--- src/rtl/spike_fifo_arbiter_if.sv ---
// FIFO write-port bundle between the spike arbiter (master) and the spike-event FIFO (slave).
// The master drives the write strobe and event word and watches the FIFO full flag.
interface spike_fifo_arbiter_if #(
    parameter int TS_WIDTH  = 12,
    parameter int IDX_WIDTH = 4
);
    logic                          wr;
    logic [TS_WIDTH+IDX_WIDTH-1:0] data_out;
    logic                          fifo_full;

    modport master (
        output wr,
        output data_out,
        input  fifo_full
    );

    modport slave (
        input  wr,
        input  data_out,
        output fifo_full
    );
endinterface

--- src/rtl/spike_fifo_arbiter.sv ---
// Round-robin scheduler that latches per-neuron spike pulses and writes one
// {timestamp, neuron index} event per cycle into the spike-event FIFO.
module spike_fifo_arbiter #(
    parameter int N_NEURONS = 16,
    parameter int IDX_WIDTH = 4,
    parameter int TS_WIDTH  = 12,
    parameter int CNT_WIDTH = 16
) (
    input  logic                 clk,
    input  logic                 reset,
    input  logic [N_NEURONS-1:0] spike_in,
    input  logic                 tick,
    spike_fifo_arbiter_if.master fifo,
    output logic                 pending_any,
    output logic [CNT_WIDTH-1:0] drop_cnt,
    output logic                 drop_pulse
);

    logic [N_NEURONS-1:0] pending;
    logic [IDX_WIDTH-1:0] rr_ptr;
    logic [TS_WIDTH-1:0]  ts;

    logic [IDX_WIDTH-1:0] winner;
    logic                 found;
    logic                 grant;
    logic [N_NEURONS-1:0] grant_mask;
    logic [N_NEURONS-1:0] drops;
    logic [IDX_WIDTH:0]   drop_num;
    logic [CNT_WIDTH:0]   drop_sum;

    // Index arithmetic wraps naturally because N_NEURONS is a power of two.
    always_comb begin
        winner = rr_ptr;
        found  = 1'b0;
        for (int k = 0; k < N_NEURONS; k++) begin
            if (!found && pending[rr_ptr + IDX_WIDTH'(k)]) begin
                winner = rr_ptr + IDX_WIDTH'(k);
                found  = 1'b1;
            end
        end
    end

    assign pending_any   = |pending;
    assign grant         = ~reset & pending_any & ~fifo.fifo_full;
    assign fifo.wr       = grant;
    assign fifo.data_out = {ts, winner};

    // A spike on the neuron being granted this cycle just re-arms it, so it is masked out of drops.
    always_comb begin
        grant_mask = grant ? (N_NEURONS'(1) << winner) : '0;
        drops      = spike_in & pending & ~grant_mask;
        drop_num   = '0;
        for (int i = 0; i < N_NEURONS; i++) begin
            drop_num = drop_num + {{IDX_WIDTH{1'b0}}, drops[i]};
        end
        drop_sum = {1'b0, drop_cnt} + (CNT_WIDTH+1)'(drop_num);
    end

    always_ff @(posedge clk) begin
        if (reset) begin
            pending    <= '0;
            rr_ptr     <= '0;
            ts         <= '0;
            drop_cnt   <= '0;
            drop_pulse <= 1'b0;
        end else begin
            pending <= (pending & ~grant_mask) | spike_in;
            if (grant) begin
                rr_ptr <= winner + IDX_WIDTH'(1);
            end
            if (tick) begin
                ts <= ts + TS_WIDTH'(1);
            end
            drop_cnt   <= drop_sum[CNT_WIDTH] ? '1 : drop_sum[CNT_WIDTH-1:0];
            drop_pulse <= |drops;
        end
    end

endmodule

--- src/flat_wrapper.sv ---
// flat-port wrapper written by rule: the top's interface ports become plain ports
module spike_fifo_arbiter_flat 
#(
    parameter int N_NEURONS = 16,
    parameter int IDX_WIDTH = 4,
    parameter int TS_WIDTH  = 12,
    parameter int CNT_WIDTH = 16
)
  (clk, reset, spike_in, tick, pending_any, drop_cnt, drop_pulse, fifo_wr, fifo_data_out, fifo_fifo_full);
  spike_fifo_arbiter_if #(.TS_WIDTH(TS_WIDTH), .IDX_WIDTH(IDX_WIDTH)) fifo_i ();
  input  logic clk;
  input  logic reset;
  input  logic [N_NEURONS-1:0] spike_in;
  input  logic tick;
  output logic pending_any;
  output logic [CNT_WIDTH-1:0] drop_cnt;
  output logic drop_pulse;
  output wire logic [$bits(fifo_i.wr)-1:0] fifo_wr;
  output wire logic [$bits(fifo_i.data_out)-1:0] fifo_data_out;
  input wire logic [$bits(fifo_i.fifo_full)-1:0] fifo_fifo_full;
  assign fifo_wr = fifo_i.wr;
  assign fifo_data_out = fifo_i.data_out;
  assign fifo_i.fifo_full = fifo_fifo_full;
  spike_fifo_arbiter #(.N_NEURONS(N_NEURONS), .IDX_WIDTH(IDX_WIDTH), .TS_WIDTH(TS_WIDTH), .CNT_WIDTH(CNT_WIDTH)) u_core (.clk(clk), .reset(reset), .spike_in(spike_in), .tick(tick), .fifo(fifo_i), .pending_any(pending_any), .drop_cnt(drop_cnt), .drop_pulse(drop_pulse));
endmodule
--- config.mk ---
export PLATFORM = sky130hd
export DESIGN_NAME = spike_fifo_arbiter_flat
export DESIGN_NICKNAME = d
export VERILOG_FILES = /design/src/rtl/spike_fifo_arbiter_if.sv /design/src/rtl/spike_fifo_arbiter.sv /design/src/flat_wrapper.sv
export SDC_FILE = /design/constraint.sdc
export NUM_CORES = 1
export LEC_CHECK = 0
export CELL_PAD_IN_SITES_DETAIL_PLACEMENT = 1
export CELL_PAD_IN_SITES_GLOBAL_PLACEMENT = 2
export CORE_MARGIN = 2
export CORE_UTILIZATION = 36
export CTS_CLUSTER_DIAMETER = 40
export DETAILED_ROUTE_END_ITERATION = 10
export GPL_ROUTABILITY_DRIVEN = 0
export PLACE_DENSITY = 0.93
export SLEW_MARGIN = 15
export SYNTH_ARGS = -nofsm -noshare
export SYNTH_HDL_FRONTEND = slang
export SYNTH_SLANG_ARGS = --single-unit
--- constraint.sdc ---
create_clock -name clk -period 12.35 [get_ports clk]
set_clock_uncertainty 0.2 [all_clocks]
set_input_delay 2.47 -clock clk [delete_from_list [all_inputs] [get_ports clk]]
set_output_delay 2.47 -clock clk [all_outputs]
set_load 0.01 [all_outputs]
Yosys cells after proc, flatten, opt, wreduce, memory -nomap -nowiden
Cells that the tools add are included.
{"block": "classes", "n_mux": 64, "shift": 1, "reduce_logical": 32, "magnitude_cmp": 16, "bitwise": 9, "addsub": 33}
{"operator": "4-bit by 5-bit < comparator with 1-bit output (second input constant)", "n": 16}
{"operator": "5-bit by 1-bit adder with 5-bit output", "n": 14}
{"operator": "1-bit binary-select mux with 4-bit select", "n": 16}
{"operator": "4-bit two-way mux", "n": 15}
{"operator": "16-bit AND", "n": 3}
{"operator": "4-bit adder (second input constant)", "n": 8}
{"operator": "16-bit two-way mux", "n": 2}
{"operator": "16-bit OR reduction", "n": 2}
{"operator": "1-bit two-way mux", "n": 31}
{"operator": "16-bit by 5-bit adder with 17-bit output", "n": 1}
{"operator": "4-bit by 3-bit adder with 4-bit output (second input constant)", "n": 4}
{"operator": "16-bit inverter", "n": 1}
{"operator": "16-bit OR", "n": 1}
{"operator": "1-bit by 4-bit << shifter with 16-bit output (first input constant)", "n": 1}
{"operator": "1-bit logical AND", "n": 15}
{"operator": "1-bit logical NOT", "n": 15}
{"operator": "12-bit by 1-bit adder with 12-bit output (second input constant)", "n": 1}
{"operator": "4-bit by 1-bit adder with 4-bit output (second input constant)", "n": 2}
{"operator": "4-bit by 2-bit adder with 4-bit output (second input constant)", "n": 2}
{"operator": "1-bit by 1-bit adder with 2-bit output", "n": 1}
{"operator": "1-bit AND", "n": 2}
{"operator": "1-bit inverter", "n": 2}
{"block": "word_totals", "reg_bits": 49, "word_cells": 160, "out_inout_bits": 35, "inputBits": 20}

Logic depth before layout (Yosys ltp)
{"block": "depth", "word_depth": 69, "depth_mapped": 43, "ltp_nobuf": 38}

Worst setup path after synthesis
OpenSTA, ideal clock, no wires.
{"block": "synth_timing", "kind": "register to register", "start": "register u_core.rr_ptr[2]", "end": "register u_core.drop_cnt[3]", "n_path_buf": 5, "arrival_time_ns": 9.624, "required_time_ns": 12.079, "stages_incl_launch_ff": 39, "setup_time_ns": 0.071, "synth_period_minus_slack_ns": 9.894, "setup_slack_ns": 2.456, "path_cell_list": "dfxtp_1 > buf_2 > buf_2 > clkbuf_1 > inv_1 > ha_1 > buf_1 > mux4_2 > mux2_2 > mux2i_1 > nor2b_1 > nand4_1 > nor3_1 > nor3_2 > inv_1 > nand2_1 > o21ai_1 > nor2_1 > [... 3 more ...] > fa_1 > fa_1 > inv_1 > fa_1 > fa_1 > inv_1 > fa_1 > fa_1 > inv_1 > a21oi_1 > o21ai_0 > a21o_1 > nand2_1 > nor2_1 > and3_1 > nand4_1 > clkbuf_1 > a21oi_1"}
{"block": "synth_between", "elab_chain_cells": 69, "elab_cells_between_ends": 128, "cone_classes": "31 x add/sub; 1 x shift; 64 x mux; 2 x bitwise; 30 x reduce/logical"}
{"element": "start: declaration", "line": "spike_fifo_arbiter.sv:20", "source": "logic [IDX_WIDTH-1:0] rr_ptr;"}
{"element": "start signal: assignment", "line": "spike_fifo_arbiter.sv:69", "source": "rr_ptr <= winner + IDX_WIDTH'(1);"}
{"element": "branches (longest 47 deep; another with 4-bit by 1-bit adder with 4-bit output)"}
{"element": "4-bit two-way mux *", "line": "spike_fifo_arbiter.sv:36", "source": "if (!found && pending[rr_ptr + IDX_WIDTH'(k)]) begin"}
{"element": "via fifo_data_out[0]", "line": "flat_wrapper.sv:19", "source": "output wire logic [$bits(fifo_i.data_out)-1:0] fifo_data_out;"}
{"element": "1-bit by 4-bit << shifter with 16-bit output *", "line": "spike_fifo_arbiter.sv:50", "source": "grant_mask = grant ? (N_NEURONS'(1) << winner) : '0;"}
{"element": "16-bit two-way mux *", "line": "spike_fifo_arbiter.sv:50"}
{"element": "16-bit inverter *", "line": "spike_fifo_arbiter.sv:51", "source": "drops = spike_in & pending & ~grant_mask;"}
{"element": "16-bit AND *", "line": "spike_fifo_arbiter.sv:51"}
{"element": "1-bit by 1-bit adder with 2-bit output", "line": "spike_fifo_arbiter.sv:54", "source": "drop_num = drop_num + {{IDX_WIDTH{1'b0}}, drops[i]};"}
{"element": "5-bit by 1-bit adder with 5-bit output (13 in series)", "line": "spike_fifo_arbiter.sv:54"}
{"element": "5-bit by 1-bit adder with 5-bit output *", "line": "spike_fifo_arbiter.sv:54"}
{"element": "16-bit by 5-bit adder with 17-bit output *", "line": "spike_fifo_arbiter.sv:56", "source": "drop_sum = {1'b0, drop_cnt} + (CNT_WIDTH+1)'(drop_num);"}
{"element": "16-bit two-way mux *", "line": "spike_fifo_arbiter.sv:74", "source": "drop_cnt <= drop_sum[CNT_WIDTH] ? '1 : drop_sum[CNT_WIDTH-1:0];"}
{"element": "end signal: assignment", "line": "spike_fifo_arbiter.sv:74"}
{"element": "end: declaration", "line": "spike_fifo_arbiter.sv:15", "source": "output logic [CNT_WIDTH-1:0] drop_cnt,"}
Mark *: on every way through the listed nets, which the timed path passes. The select of a mux whose other input is x is not followed.
A chain may end at the register's enable or synchronous reset.

Worst setup path in the final report
{"block": "layout_timing", "start": "register u_core.rr_ptr[1]", "end": "register u_core.drop_cnt[1]"}
{"block": "layout_between", "elab_chain_cells": 69, "elab_cells_between_ends": 128, "cone_classes": "31 x add/sub; 1 x shift; 64 x mux; 2 x bitwise; 30 x reduce/logical"}
{"element": "branches (longest 47 deep; another with 4-bit by 1-bit adder with 4-bit output)"}
{"element": "4-bit two-way mux *", "line": "spike_fifo_arbiter.sv:36"}
{"element": "1-bit by 4-bit << shifter with 16-bit output *", "line": "spike_fifo_arbiter.sv:50"}
{"element": "16-bit two-way mux *", "line": "spike_fifo_arbiter.sv:50"}
{"element": "16-bit inverter *", "line": "spike_fifo_arbiter.sv:51"}
{"element": "16-bit AND *", "line": "spike_fifo_arbiter.sv:51"}
{"element": "1-bit by 1-bit adder with 2-bit output", "line": "spike_fifo_arbiter.sv:54"}
{"element": "5-bit by 1-bit adder with 5-bit output (13 in series)", "line": "spike_fifo_arbiter.sv:54"}
{"element": "5-bit by 1-bit adder with 5-bit output *", "line": "spike_fifo_arbiter.sv:54"}
{"element": "16-bit by 5-bit adder with 17-bit output *", "line": "spike_fifo_arbiter.sv:56"}
{"element": "16-bit two-way mux *", "line": "spike_fifo_arbiter.sv:74"}
Every way passes the cells marked *. The select of a mux whose other input is x is not followed.

==> results.json <==
{
  "diodes": 0,
  "synth_seq_area_share_pct": 17.71,
  "whs_path_depth": 2,
  "n_fill_cell": 1794,
  "drtIter0Drc": 320,
  "cp_max_fo": 25,
  "syn_nets": 695,
  "final-seq-area_sq_um": 980.9,
  "crit_arrival_ns": 11.05,
  "multi_input_comb_area_sq_um": 4119,
  "finalCritPeriodShare_pct": 89.40,
  "gr-total-overflow": 0,
  "cts_resized": 0,
  "io_buffer_count": 54,
  "ys_ff_latch": 49,
  "cp-start-kind": "register",
  "grt_pass1_vias": 5577,
  "start_util_pct": 36.70,
  "drv_cap": 0,
  "finalSetupViolCount": 0,
  "fmax_mhz": 90.58,
  "cts_setup_buffers": 0,
  "clockRootBuffer": "clkbuf_16",
  "relSlewSlack_pct": 27.46,
  "io_pins": 55,
  "cp-end-kind": "register",
  "synth_edf_count": 0,
  "drive_above_1_share_pct": 12.52,
  "worstMarginPinSlew_ns": 1.088,
  "clock_latency_ns": 0.29,
  "die_w_microns": 128.0,
  "grt_max_degree": 51,
  "coreArea_sq_um": 15090,
  "grt_usage_pct": 22.79,
  "antenna_found_initial": 0,
  "worstSetupPathType": "reg -> reg",
  "post-route-min-period_ns": 11.04,
  "clk_pin_slew_ns": 0.06,
  "tns_ns": 0,
  "async_reset_ff_share_pct": 0,
  "dp_hpwl_microns": 13970,
  "nets": 716,
  "postCtsHoldBufs": 0,
  "numCtsBuffers": 5,
  "finalMaxSlewViolations": 0,
  "clock-sinks": 49,
  "drt-total-wl_microns": 18290,
  "status": "finished, final reports clean",
  "cp_data_required_time_ns": 12.36,
  "ant_nets": 0,
  "worst-r2r-setup-slack_ns": 1.31,
  "yosysWarnings": 0,
  "cp_top_family": "adder cells",
  "syn-cell-area_sq_um": 5538,
  "crit_top_cell": "fa_1",
  "grt_pass1_wl_microns": 29570,
  "area_growth_pct": 12.97,
  "drc": 0,
  "viasPerCell": 6.106,
  "synth_cell_types": 87,
  "cp.depth": 33,
  "die_area_sq_um": 16390,
  "min_path_type": "reg -> reg",
  "hold_viol": 0,
  "num_vias": 5196,
  "synth-main-ff-cell": "dfxtp_1",
  "cp_num_buf_inv": 6,
  "cts-htree-levels": 2,
  "synth_cells": 642,
  "cts_tree": "yes",
  "avgRoutedWirePerCell_microns": 21.50,
  "clockBufferDepth": 2,
  "rows": 45,
  "rsz0062_at_grt": "no",
  "die_h_microns": 128.0,
  "slowest_delay_ns": 1.04,
  "drtPass1Iterations": 6,
  "avgSynthCellArea_sq_um": 8.626,
  "r2r_cells": 33,
  "slowest_stage": "ha_1"
}
## cells in the final DEF (no fill, tap or decap), types with 9 or more instances in the layout
cell / count
clkdlybuf4s50_1: 53
nand2_1: 52
inv_1: 51
a21oi_1: 50
nor2_1: 49
dfxtp_1: 49
mux2i_1: 34
mux4_2: 30
ha_1: 22
o21ai_0: 21
xor2_1: 20
nand3_1: 15
mux2_2: 13
xnor2_1: 13
and3_1: 11
fa_1: 11
a31oi_1: 9
o21ai_1: 9
## final timing paths
kind / from / to
setup / recovery: u_core.rr_ptr[1]$_SDFFE_PP0P_ / u_core.drop_cnt[1]$_SDFF_PP0_
hold / removal: u_core.ts[11]$_SDFFE_PP0P_ / u_core.ts[11]$_SDFFE_PP0P_
hold reg to reg: u_core.ts[11]$_SDFFE_PP0P_ / u_core.ts[11]$_SDFFE_PP0P_
setup reg to reg: u_core.rr_ptr[1]$_SDFFE_PP0P_ / u_core.drop_cnt[1]$_SDFF_PP0_
## cells by family after synthesis
| group | share of synthesized area, % |
|---|---|
| xor gates and xnor gates | 5.513 |
| adders and majority gates | 8.947 |
| DFF | 17.71 |
| AOI/OAI and AO/OA | 19.86 |
| buffers and inverters | 7.907 |
| muxes | 23.52 |
| and+or+nand+nor | 16.54 |
## per-layer routing
layer / share of wire (%) / track usage, % / up-vias
li1: - / - / 2383
met1: 41 / 28.03 / 2604
met2: 50 / 39.86 / 171
met5: 0 / 0 / -
met3: 5.7 / 3.798 / 38
met4: 3.3 / 8.920 / 0
## metrics by stage
stage               instances  setup WS, ns  area (sq um)  hold slack [ns]  utilization, %
floorplan                 642         2.456          5538           0.3444               -
global placement          844         1.660          6113           0.3053           40.51
detailed placement        844         1.359          6113           0.3160           40.51
CTS                       851         1.297          6256           0.3363           41.46
global route              851        0.5670          6256           0.3618           41.46
finish                    851         1.309          6256           0.3287           41.46
## worst register-to-register path: cells and delay by family (launching register included)
| kind | cells | cell delay, ns |
|---|---|---|
| AOI/OAI and AO/OA | 5 | 1.08 |
| DFF | 1 | 0.33 |
| adders and majority gates | 9 | 4.74 |
| muxes | 3 | 1.33 |
| and+or+nand+nor | 10 | 2.67 |
| buffers and inverters | 6 | 0.62 |
## cells in the mapped netlist (4+ instances only)
cell,number,area share [%]
and2_1,7,0.79
a22oi_1,5,0.68
fa_1,11,4.0
xor2_1,20,3.2
xnor2_1,13,2.1
ha_1,22,5.0
nor4_1,5,0.56
inv_1,51,3.5
nand3_1,15,1.4
nand4_1,6,0.68
or2_1,4,0.45
a21o_1,5,0.68
mux4_2,30,12
a21oi_1,50,4.5
o22ai_1,5,0.56
clkbuf_1,26,1.8
nor2_1,49,3.3
mux2_2,13,2.6
buf_1,4,0.27
and3_1,11,1.2
a31oi_1,9,1.0
o31ai_1,7,0.95
buf_2,6,0.54
o21ai_1,9,0.81
mux2i_1,34,6.1
o21ai_0,21,1.9
nor3_1,5,0.45
nor2b_1,4,0.45
o211ai_1,6,0.81
nand2_1,52,3.5
a211oi_1,4,0.54
dfxtp_1,49,18
mux2_1,4,0.81
buf_6,6,1.2
## cell type report
type | count | area share [%]
inverters | 54 | 3.280
repair buffers | 59 | 9.160
well taps | 188 | 3.760
multi-input cells | 494 | 65.84
flip-flops and latches | 49 | 15.68
clock buffers | 7 | 2.280
## flip-flops by register name (all words and copies together) (netlist names)
register and cells:
u_core.drop_cnt 16, u_core.drop_pulse 1, u_core.pending 16, u_core.rr_ptr 4, u_core.ts 12
Power is left out: the tool's default activity adds up to more than one toggle a clock period on the data nets, which glitch-free logic cannot reach.
